$ cat src/rtl/tdm_mux_4x1.sv
// Four-channel round-robin TDM multiplexer: serialises channel words onto Y with
// their 2-bit channel index on S, behind a single registered output stage.
module tdm_mux_4x1 #(
  parameter int W = 1
) (
  input  logic           clk,
  input  logic           rst_n,
  input  logic [4*W-1:0] Din,
  input  logic [3:0]     Din_valid,
  output logic [3:0]     Din_ready,
  output logic [W-1:0]   Y,
  output logic [1:0]     S,
  output logic           Y_valid,
  input  logic           Y_ready
);

  typedef enum logic {
    EMPTY = 1'b0,
    FULL  = 1'b1
  } state_t;

  state_t         state_r;
  state_t         state_next_s;
  logic [1:0]     last_r;
  logic [W-1:0]   y_r;
  logic [1:0]     s_r;
  logic           load_ok_s;
  logic           grant_any_s;
  logic [1:0]     grant_idx_s;
  logic           xfer_in_s;
  logic           xfer_out_s;

  // Scan last+1 .. last+4 (mod 4); returns {found, index} of the first valid channel.
  function automatic logic [2:0] rr_pick(input logic [3:0] valid, input logic [1:0] last);
    logic [2:0] pick;
    logic [1:0] idx;
    pick = 3'b000;
    for (int k = 1; k <= 4; k++) begin
      idx  = last + k[1:0];
      pick = (!pick[2] && valid[idx]) ? {1'b1, idx} : pick;
    end
    return pick;
  endfunction

  // Grant arbitration and handshake qualifiers; ready is held low throughout reset.
  always_comb begin
    load_ok_s                  = (state_r == EMPTY) || Y_ready;
    {grant_any_s, grant_idx_s} = rr_pick(Din_valid, last_r);
    xfer_in_s                  = grant_any_s && load_ok_s && rst_n;
    xfer_out_s                 = (state_r == FULL) && Y_ready;
  end

  // One-hot ready toward the granted channel only.
  always_comb begin
    Din_ready = 4'b0000;
    if (xfer_in_s) begin
      Din_ready[grant_idx_s] = 1'b1;
    end else begin
      Din_ready = 4'b0000;
    end
  end

  // Next-state logic: a grant always (re)fills the register, an unreplaced drain empties it.
  always_comb begin
    state_next_s = state_r;
    case (state_r)
      EMPTY: begin
        if (xfer_in_s) begin
          state_next_s = FULL;
        end else begin
          state_next_s = EMPTY;
        end
      end
      FULL: begin
        if (xfer_in_s) begin
          state_next_s = FULL;
        end else if (xfer_out_s) begin
          state_next_s = EMPTY;
        end else begin
          state_next_s = FULL;
        end
      end
      default: state_next_s = EMPTY;
    endcase
  end

  // State register.
  always_ff @(posedge clk or negedge rst_n) begin
    if (!rst_n) begin
      state_r <= EMPTY;
    end else begin
      state_r <= state_next_s;
    end
  end

  // Output word, channel index and round-robin pointer; pointer 3 gives channel 0 first priority.
  always_ff @(posedge clk or negedge rst_n) begin
    if (!rst_n) begin
      y_r    <= {W{1'b0}};
      s_r    <= 2'd0;
      last_r <= 2'd3;
    end else if (xfer_in_s) begin
      y_r    <= Din[grant_idx_s*W +: W];
      s_r    <= grant_idx_s;
      last_r <= grant_idx_s;
    end else begin
      y_r    <= y_r;
      s_r    <= s_r;
      last_r <= last_r;
    end
  end

  // Output decode: Y_valid is the FULL state; Y/S keep their value after a drain.
  always_comb begin
    Y       = y_r;
    S       = s_r;
    Y_valid = (state_r == FULL);
  end

endmodule

$ cat config.mk
export PLATFORM = sky130hd
export DESIGN_NAME = tdm_mux_4x1
export DESIGN_NICKNAME = d
export VERILOG_FILES = /design/src/rtl/tdm_mux_4x1.sv
export SDC_FILE = /design/constraint.sdc
export NUM_CORES = 1
export LEC_CHECK = 0
export ABC_AREA = 1
export BUFFER_PORTS_ARGS = -buffer_cell sky130_fd_sc_hd__buf_2
export CORE_MARGIN = 10
export CORE_UTILIZATION = 30
export CTS_CLUSTER_SIZE = 20
export DETAILED_ROUTE_END_ITERATION = 16
export PLACE_DENSITY = 0.52
export SYNTH_ARGS = -nofsm -noshare
export SYNTH_HDL_FRONTEND = slang
export SYNTH_SLANG_ARGS = --single-unit
export TNS_END_PERCENT = 10
$ cat constraint.sdc
create_clock -name clk -period 2 [get_ports clk]
set_input_delay 0.1 -clock clk [delete_from_list [all_inputs] [get_ports clk]]
set_output_delay 0.1 -clock clk [all_outputs]
set_load 0.03 [all_outputs]
# [Word-level counts from Yosys, hierarchy flattened]
# Index checks and enable logic that the tools add are counted.
[totals] reg_bits=6
[classes] shifts=1 mux=19 magnitude_cmp=6 addsub=3 bitwise_logic=1 n_reduce_logical=11
[op_table] operator="$lt 2x3->1 const B" n=5
[op_table] operator="$mux 3" n=4
[op_table] operator="$bmux 1 s2" n=4
[op_table] operator="$mux 1" n=8
[op_table] operator="$logic_and 1x1->1" n=7
[op_table] operator="$add 2x2->2 const B" n=2
[op_table] operator="$mux 4" n=1
[op_table] operator="$shiftx 4x3->1" n=1
[op_table] operator="$logic_not 1->1" n=3
[op_table] operator="$add 2x1->2 const B" n=1
[op_table] operator="$demux 1 s2" n=1
[op_table] operator="$ge 2x1->1 const B" n=1
[op_table] operator="$pmux 1 s2" n=1
[op_table] operator="$logic_or 1x1->1" n=1
[op_table] operator="$not 1->1" n=1

# [Longest topological paths before layout]
# Gate-level depths: netlist (run 1).
[logic_depth] depth_word=18 ltp_mapped=14 mapped_depth_nobuf=13

# [Least setup slack after synthesis (run 1)]
# Ideal clock, no wire load.
[synth_timing] path_type="reg-to-output" startpoint="register last_r[0]" endpoint="output Din_ready[0]" n_path_buf=1 path_slack_ns=0.113 t_arrival_ns=1.787 path_stages_with_launch=14 path_cell_list="dfstp_2 buf_6 inv_6 nand2_1 nand2_1 nand2_2 nand2_4 nor2_4 nand3_2 nand2_2 nand2_4 inv_2 nand2_2 nor2_1"
[synth_between] elab_chain_cells=18 word_cells_on_any_way=29 cone_classes="add/sub (3); order compare (2); mux (15); reduce/logical (9)"
[synth_lines] item="start, declared" line_no="24" text="logic [1:0] last_r;"
[synth_lines] item="start signal, assigned" line_no="105" text="last_r <= grant_idx_s;"
[synth_lines] item="start signal, assigned" line_no="109" text="last_r <= last_r;"
[synth_lines] item="$add 2x1->2" line_no="39" text="idx = last + k[1:0];"
[synth_lines] item="$bmux 1 s2" line_no="40" text="pick = (!pick[2] && valid[idx]) ? {1'b1, idx} : pick;"
[synth_lines] item="$mux 1 (not written as such)" line_no="40"
[synth_lines] item="$mux 3" line_no="40"
[synth_lines] item="$logic_not 1->1" line_no="40"
[synth_lines] item="$logic_and 1x1->1" line_no="40"
[synth_lines] item="$mux 3" line_no="40"
[synth_lines] item="$logic_not 1->1" line_no="40"
[synth_lines] item="[2 not listed]"
[synth_lines] item="$logic_not 1->1" line_no="40"
[synth_lines] item="$logic_and 1x1->1" line_no="40"
[synth_lines] item="$mux 3 *" line_no="40"
[synth_lines] item="$lt 2x3->1 (not written as such) / $ge 2x1->1 (equally long branches)" line_no="57" text="Din_ready[grant_idx_s] = 1'b1;"
[synth_lines] item="$logic_and 1x1->1 (not written as such)" line_no="57"
[synth_lines] item="$mux 1 (not written as such)" line_no="57"
[synth_lines] item="$demux 1 s2" line_no="57"
[synth_lines] item="$mux 4 *" line_no="56" text="if (xfer_in_s) begin"
[synth_lines] item="end, declared" line_no="10" text="output logic [3:0] Din_ready,"
# Every way passes the cells marked *; elsewhere a longest branch is shown, timed or not. The select of a mux whose other input is x is not followed.

# [Worst setup path after layout (run 1)]
# Ends and elaborated chain as after synthesis.

==> impl_metrics.toml, run 1 <==
[clock_network]
cts_buffer_depth = 2
cts_num_sinks = 6
cts_buffers = 3
cts_tree = "built"
clk_pin_slew_ns = 0.04
htree_levels = 1
ctsRootBufferMaster = "clkbuf_4"
clk_latency_ns = 0.25

[cells_and_area]
design_area_sq_um = 968
utilization_pct = 50.4
final_cells = 157
diodes = 0
finalNetCount = 142
area_delta_synth_final_pct = 62.9
fill_cells = 191
drive_above_1_share_pct = 53.8

[logic_synthesis]
syn_nets = 108
synth-seq-cells = 6
synth_most_common_cell = "nand2_1"
ys_warn_count = 0
synth_cells = 97
avgSynthCellArea_sq_um = 6.13
yosysTopAreaCell = "nand2_1"
syn_area_sq_um = 594
synth_edf_count = 0
synth_top_area_share_pct = 25.3
synthArstFlopShare_pct = 100
ys_types = 18
synthTopCellsByArea = "nand2_1, dfrtp_1, dfstp_2, nand2_2, nand3_1"
synth_common_cells = "nand2_1, inv_1, nand2_2, nand3_1, nor2_1"
ys_seq_area_share_pct = 25.7
synth_ff_type = "dfrtp_1"

[sta]
layout_min_cycle_time_ns = 2.08
hold-worst-slack_ns = 0.0996
setup_viol = 4
setup_ws_ns = -0.0755
worstMarginPinSlew_ns = 0.255
rsz0062_at_grt = "yes"
period_share_pct = 104
fmax_ghz = 0.482
report.final.slew_viol_count = 0
fin_skew_ns = 0.0110
final_hold_viol_count = 0
setup_tns_ns = -0.191
slew_headroom_pct = 83.0

[die]
rows = 16
fp.dieW_um = 64.5
start_util_pct = 30.9
dieArea_sq_mm = 0.00416
placeableCoreArea_sq_mm = 0.00192
die_h_um = 64.5
io-pin-count = 19

[outcome]
violations = "negative setup slack"
status = "complete, but fails checks"

[detailed_routing]
avgRoutedWirePerCell_um = 10.9
first_iter_violations = 17
vias = 689
post-route-drc-count = 0
antenna_left = 0
finalWirelength_um = 1710
drt_pass1_iterations = 4
vias_per_cell = 4.39

[global_routing]
grt_max_degree = 8
grt_pass1_wl_um = 2890
grt_pass1_vias = 690
gr-usage-all-layers_pct = 8.32
grt_remaining_overflow = 0
antenna_found_initial = 0

[placed_design]
dpl.hpwl_um = 1180
placed_area_sq_um = 714
gp_congestion = 0.783
port_buffers = 18
dp_cells = 142
preCtsSetupSlack_ns = 0.115

[power]
p_seq_share_pct = 13.0
combinationalPowerShare_pct = 80.7
p_sw_mw = 1.06
p_sw_share_pct = 55.1
peakVddDrop_mv = 0.730
p_total_mw = 1.93
power_density_mw_per_mm2 = 1990
leakagePower_nw = 0.527
p_int_mw = 0.864
p_clk_share_pct = 6.4

[critical_path]
cp_num_buf_inv = 4
slowest_delay_ns = 0.55
cp-start-kind = "flip-flop"
cp.required_ns = 1.90
criticalPathCategory = "reg2out"
cp_slowest_cell = "dfstp_2"
cp_common_cell = "nand2_4"
cp_max_fo = 5
crit_chain = "buf_12, inv_8, nand2_2, nand2_2, nand2_4, nand2_4, nor2_4, nand3_4, nand2_4, nand2_4, inv_2, nand2_2, nor2_1, buf_4"
crit_family = "simple AND/OR/NAND/NOR gates"
cp.arrival_ns = 1.98
worst_setup_path_end_kind = "output pin"

[min_path]
hp-class = "in2reg"

[run]
cap_viol_max_count = 0
kinds of logic after synthesis:
family / after synthesis / share of synthesized area, %
AO/OA/AOI/OAI: 3 / 2.53
AND/OR/NAND/NOR: 72 / 59.6
flip-flops: 6 / 25.7
buffers and inverters: 16 / 12.2
cell type report:
class	count	area [sq um]	area share [%]
timing repair buffer	29	213	22.0
inverter	15	68.8	7.11
multi-input combinational	75	465	48.1
timing repair inverter	1	8.76	0.904
clock buffer	4	26.3	2.71
tap	27	33.8	3.49
sequential	6	153	15.8
layer usage:
layer | up-vias | GRT usage (%) | share of wire, %
met5 | - | 0 | 0
met4 | 0 | 4.81 | 0
met3 | 0 | 1.55 | 2.2
met2 | 8 | 14.7 | 57
met1 | 317 | 9.07 | 41
li1 | 364 | - | -
sequential cells by signal (all words and copies together) (netlist names):
register  flops
last_r        2
Y_valid       1
Y             1
S             2
worst reg2reg max path: stages, from the launching register on:
cell and delay [ns]:
dfstp_2 0.55, buf_12 0.13, inv_8 0.05, nand2_2 0.05
nand2_2 0.07, nand2_4 0.08, nand2_4 0.06, nor2_4 0.12
nand3_4 0.11, nand2_4 0.10, buf_4 0.10, buf_4 0.09
nand3_1 0.06, nand3_1 0.09, nand3_1 0.07
layout by cell type, fill, tap and decap left out:
cell type      count
nand2_1           29
buf_2             14
nand2_2           12
nand2_4           10
inv_1             10
buf_4              9
nand3_1            8
dfrtp_1            4
nor2_4             4
buf_6              4
nor2_1             3
clkbuf_4           3
inv_4              2
inv_2              2
nor2_2             2
o21ai_1            2
dfstp_2            2
inv_8              1
nand4_1            1
o21ai_2            1
nand3_4            1
nand3_2            1
nand3b_1           1
clkbuf_1           1
inv_6              1
dlygate4sd3_1      1
buf_12             1
power groups by stage:
stage	logic [mW]	registers [mW]	clock network, mW
global route	1.70	0.257	0.134
detailed placement	1.04	0.261	0
finish	1.55	0.250	0.123
floorplan	0.812	0.299	0
global placement	1.05	0.261	0
CTS	1.32	0.241	0.127
repair_timing:
item                                   in CTS  in global routing
setup endpoints to repair                   4                  4
pin swaps                                   8                 13
endpoints found under the hold margin       6                  0
setup buffers                               6                  3
cloned                                      1                  0
hold buffers                                1                  0
resized for setup                          17                 25
path summary, 6_finish.rpt:
check | endpoint | cells past startpoint | from | slack, ns
worst max-delay path | Din_ready[0] | 14 | last_r[0] | -0.08
worst min-delay path | Y_valid | 3 | rst_n | 0.1
worst max register to register | Y | 14 | last_r[0] | 0.17
worst min register to register | S[1] | 2 | S[1] | 0.48
max in group asynchronous | last_r[0] | 2 | rst_n | 1.44
min in group asynchronous | S[0] | 2 | rst_n | 0.28
No activity file was read; power rests on OpenSTA's default activity.
==> run 2, diff against run 1 <==
--- a/config.mk
+++ b/config.mk
@@ -9,6 +9,7 @@
 export BUFFER_PORTS_ARGS = -buffer_cell sky130_fd_sc_hd__buf_2
 export CORE_MARGIN = 10
 export CORE_UTILIZATION = 30
+export CTS_BUF_LIST = sky130_fd_sc_hd__clkbuf_4 sky130_fd_sc_hd__clkbuf_8 sky130_fd_sc_hd__clkbuf_16
 export CTS_CLUSTER_SIZE = 20
 export DETAILED_ROUTE_END_ITERATION = 16
 export PLACE_DENSITY = 0.52
==> run 2 against run 1 <==
  * The run still ends with negative setup slack left
  * Global-route usage increased by 0.38 points
  * Combinational power about the same
  * Sequential power down 2%
  * Critical path depth did not move
  * Worst hold slack better by 0.0073 ns
  * Wire length fell by 1.6%
  * Core utilization grew 0.26 points
  * Register-to-register slack barely moved
  * Final area grew 0.52%
  * Clock skew down 0.0063 ns
  * Setup slack lost 0.00079 ns
  * Highest routed layer is now met4
==> impl_metrics.toml, run 2 (same netlist as run 1, synthesis figures left out) <==
[critical_path]
r2r_cells = 14
r2r_slack_ns = 0.16
critPathLaunch = "last_r[0]"
cp.arrival_ns = 1.98
r2r_end = "Y"
worst_setup_path_end_kind = "output pin"
cp-start-kind = "flip-flop"
endpoint = "Din_ready[0]"
timing.rr.start = "last_r[0]"
criticalPathCategory = "reg2out"
cp.required_ns = 1.90
cp_max_fo = 5

[run]
cap_viol_max_count = 0

[detailed_routing]
first_iter_violations = 26
drt_pass1_iterations = 4
vias_per_cell = 4.39
antenna_left = 0
post-route-drc-count = 0
vias = 693
avgRoutedWirePerCell_um = 10.6
finalWirelength_um = 1680

[sta]
slew_headroom_pct = 82.2
layout_min_cycle_time_ns = 2.08
fin_skew_ns = 0.00465
final_hold_viol_count = 0
setup_ws_ns = -0.0763
period_share_pct = 104
setup_viol = 4
worstMarginPinSlew_ns = 0.265
rsz0062_at_grt = "yes"
report.final.slew_viol_count = 0
fmax_ghz = 0.482

[placed_design]
gp_congestion = 0.783
preCtsSetupSlack_ns = 0.115
dpl.hpwl_um = 1180
placed_area_sq_um = 714
port_buffers = 18
dp_cells = 142

[power]
peakVddDrop_mv = 0.783
p_int_mw = 0.881
power_density_mw_per_mm2 = 1990
combinationalPowerShare_pct = 80.3
p_total_mw = 1.94
p_sw_share_pct = 54.5
leakagePower_nw = 0.534
p_sw_mw = 1.05
p_seq_share_pct = 12.7
p_clk_share_pct = 7.0

[cells_and_area]
area_delta_synth_final_pct = 63.8
final_cell_mix = "nand2_1, buf_2, nand2_2, buf_4"
diodes = 0
drive_above_1_share_pct = 54.2
register_area_sq_um = 153
fill_cells = 194
final_cells = 158
design_area_sq_um = 973
multi_input_area_sq_um = 463
finalNetCount = 143
layout_commonest_cell = "nand2_1"
utilization_pct = 50.7

[die]
io-pin-count = 19
placeableCoreArea_sq_mm = 0.00192
fp.dieW_um = 64.5
start_util_pct = 30.9
rows = 16
die_h_um = 64.5
dieArea_sq_mm = 0.00416

[min_path]
hp-class = "in2reg"

[global_routing]
gr-usage-all-layers_pct = 8.70
grt_pass1_vias = 700
grt_max_degree = 8
grt_pass1_wl_um = 2950
grt_remaining_overflow = 0
antenna_found_initial = 0

[clock_network]
cts_num_sinks = 6
clk_pin_slew_ns = 0.04
ctsRootBufferMaster = "clkbuf_4"
cts_buffer_depth = 2
htree_levels = 1
cts_buffers = 3
cts_tree = "built"
clk_latency_ns = 0.24

[outcome]
violations = "negative setup slack"
status = "complete, but fails checks"
[run 2: cell types whose count changed in the layout (fill, tap and decap cells not counted), sizes merged]
| cell | change |
|---|---|
| buf | +1 |
[run 2: cell type report]
class | instances | share of cell area, %
timing repair inverter | 1 | 0.900
tap | 27 | 3.47
multi-input combinational | 75 | 47.6
timing repair buffer | 30 | 22.2
sequential | 6 | 15.7
clock buffer | 4 | 3.08
inverter | 15 | 7.07
[run 2: worst min-delay path by stage]
stage          startpoint       to  depth (start not counted)
2_1_floorplan       rst_n     S[0]                          0
3_3_place_gp        rst_n  Y_valid                          1
3_5_place_dp        rst_n  Y_valid                          1
4_1_cts             rst_n  Y_valid                          3
5_1_grt             rst_n  Y_valid                          3
6_report            rst_n  Y_valid                          3
[run 2: critical path, stage by stage, from the launching register on]
cell and delay, ns:
dfstp_2 0.55, buf_12 0.13, inv_8 0.04, nand2_2 0.05, nand2_2 0.07, nand2_4 0.08
nand2_4 0.06, nor2_4 0.12, nand3_4 0.10, nand2_4 0.09, nand2_4 0.06, inv_2 0.05
nand2_2 0.05, nor2_1 0.10, buf_4 0.16
[run 2: metrics by stage]
| stage | TNS (ns) | hold slack (ns) |
|---|---|---|
| floorplan | 0 | -0.196 |
| global placement | 0 | -0.0536 |
| detailed placement | 0 | -0.0552 |
| CTS | -0.170 | 0.0966 |
| global route | -0.733 | 0.129 |
| finish | -0.216 | 0.107 |
[run 2: repair_timing]
action	in CTS	in global routing
resized for setup	17	23
pin swaps	8	12
setup endpoints to repair	4	4
gates cloned	1	0
hold buffers	1	0
setup buffers	6	4
hold endpoints to repair	6	0
[run 2: per-layer routing]
metal | vias to the layer above | routed length, um | global-route usage [%]
li1 | 366 | - | -
met1 | 315 | 674 | 9.27
met2 | 10 | 919 | 14.3
met3 | 2 | 59 | 1.89
met4 | 0 | 29 | 7.49
met5 | - | 0 | 0
[run 2: power by group through the flow]
| stage | registers [mW] | clock network, mW | logic [mW] |
|---|---|---|---|
| 2_1_floorplan | 0.299 | 0 | 0.812 |
| 3_3_place_gp | 0.261 | 0 | 1.05 |
| 3_5_place_dp | 0.261 | 0 | 1.04 |
| 4_1_cts | 0.239 | 0.138 | 1.31 |
| 5_1_grt | 0.254 | 0.151 | 1.71 |
| 6_report | 0.246 | 0.135 | 1.55 |
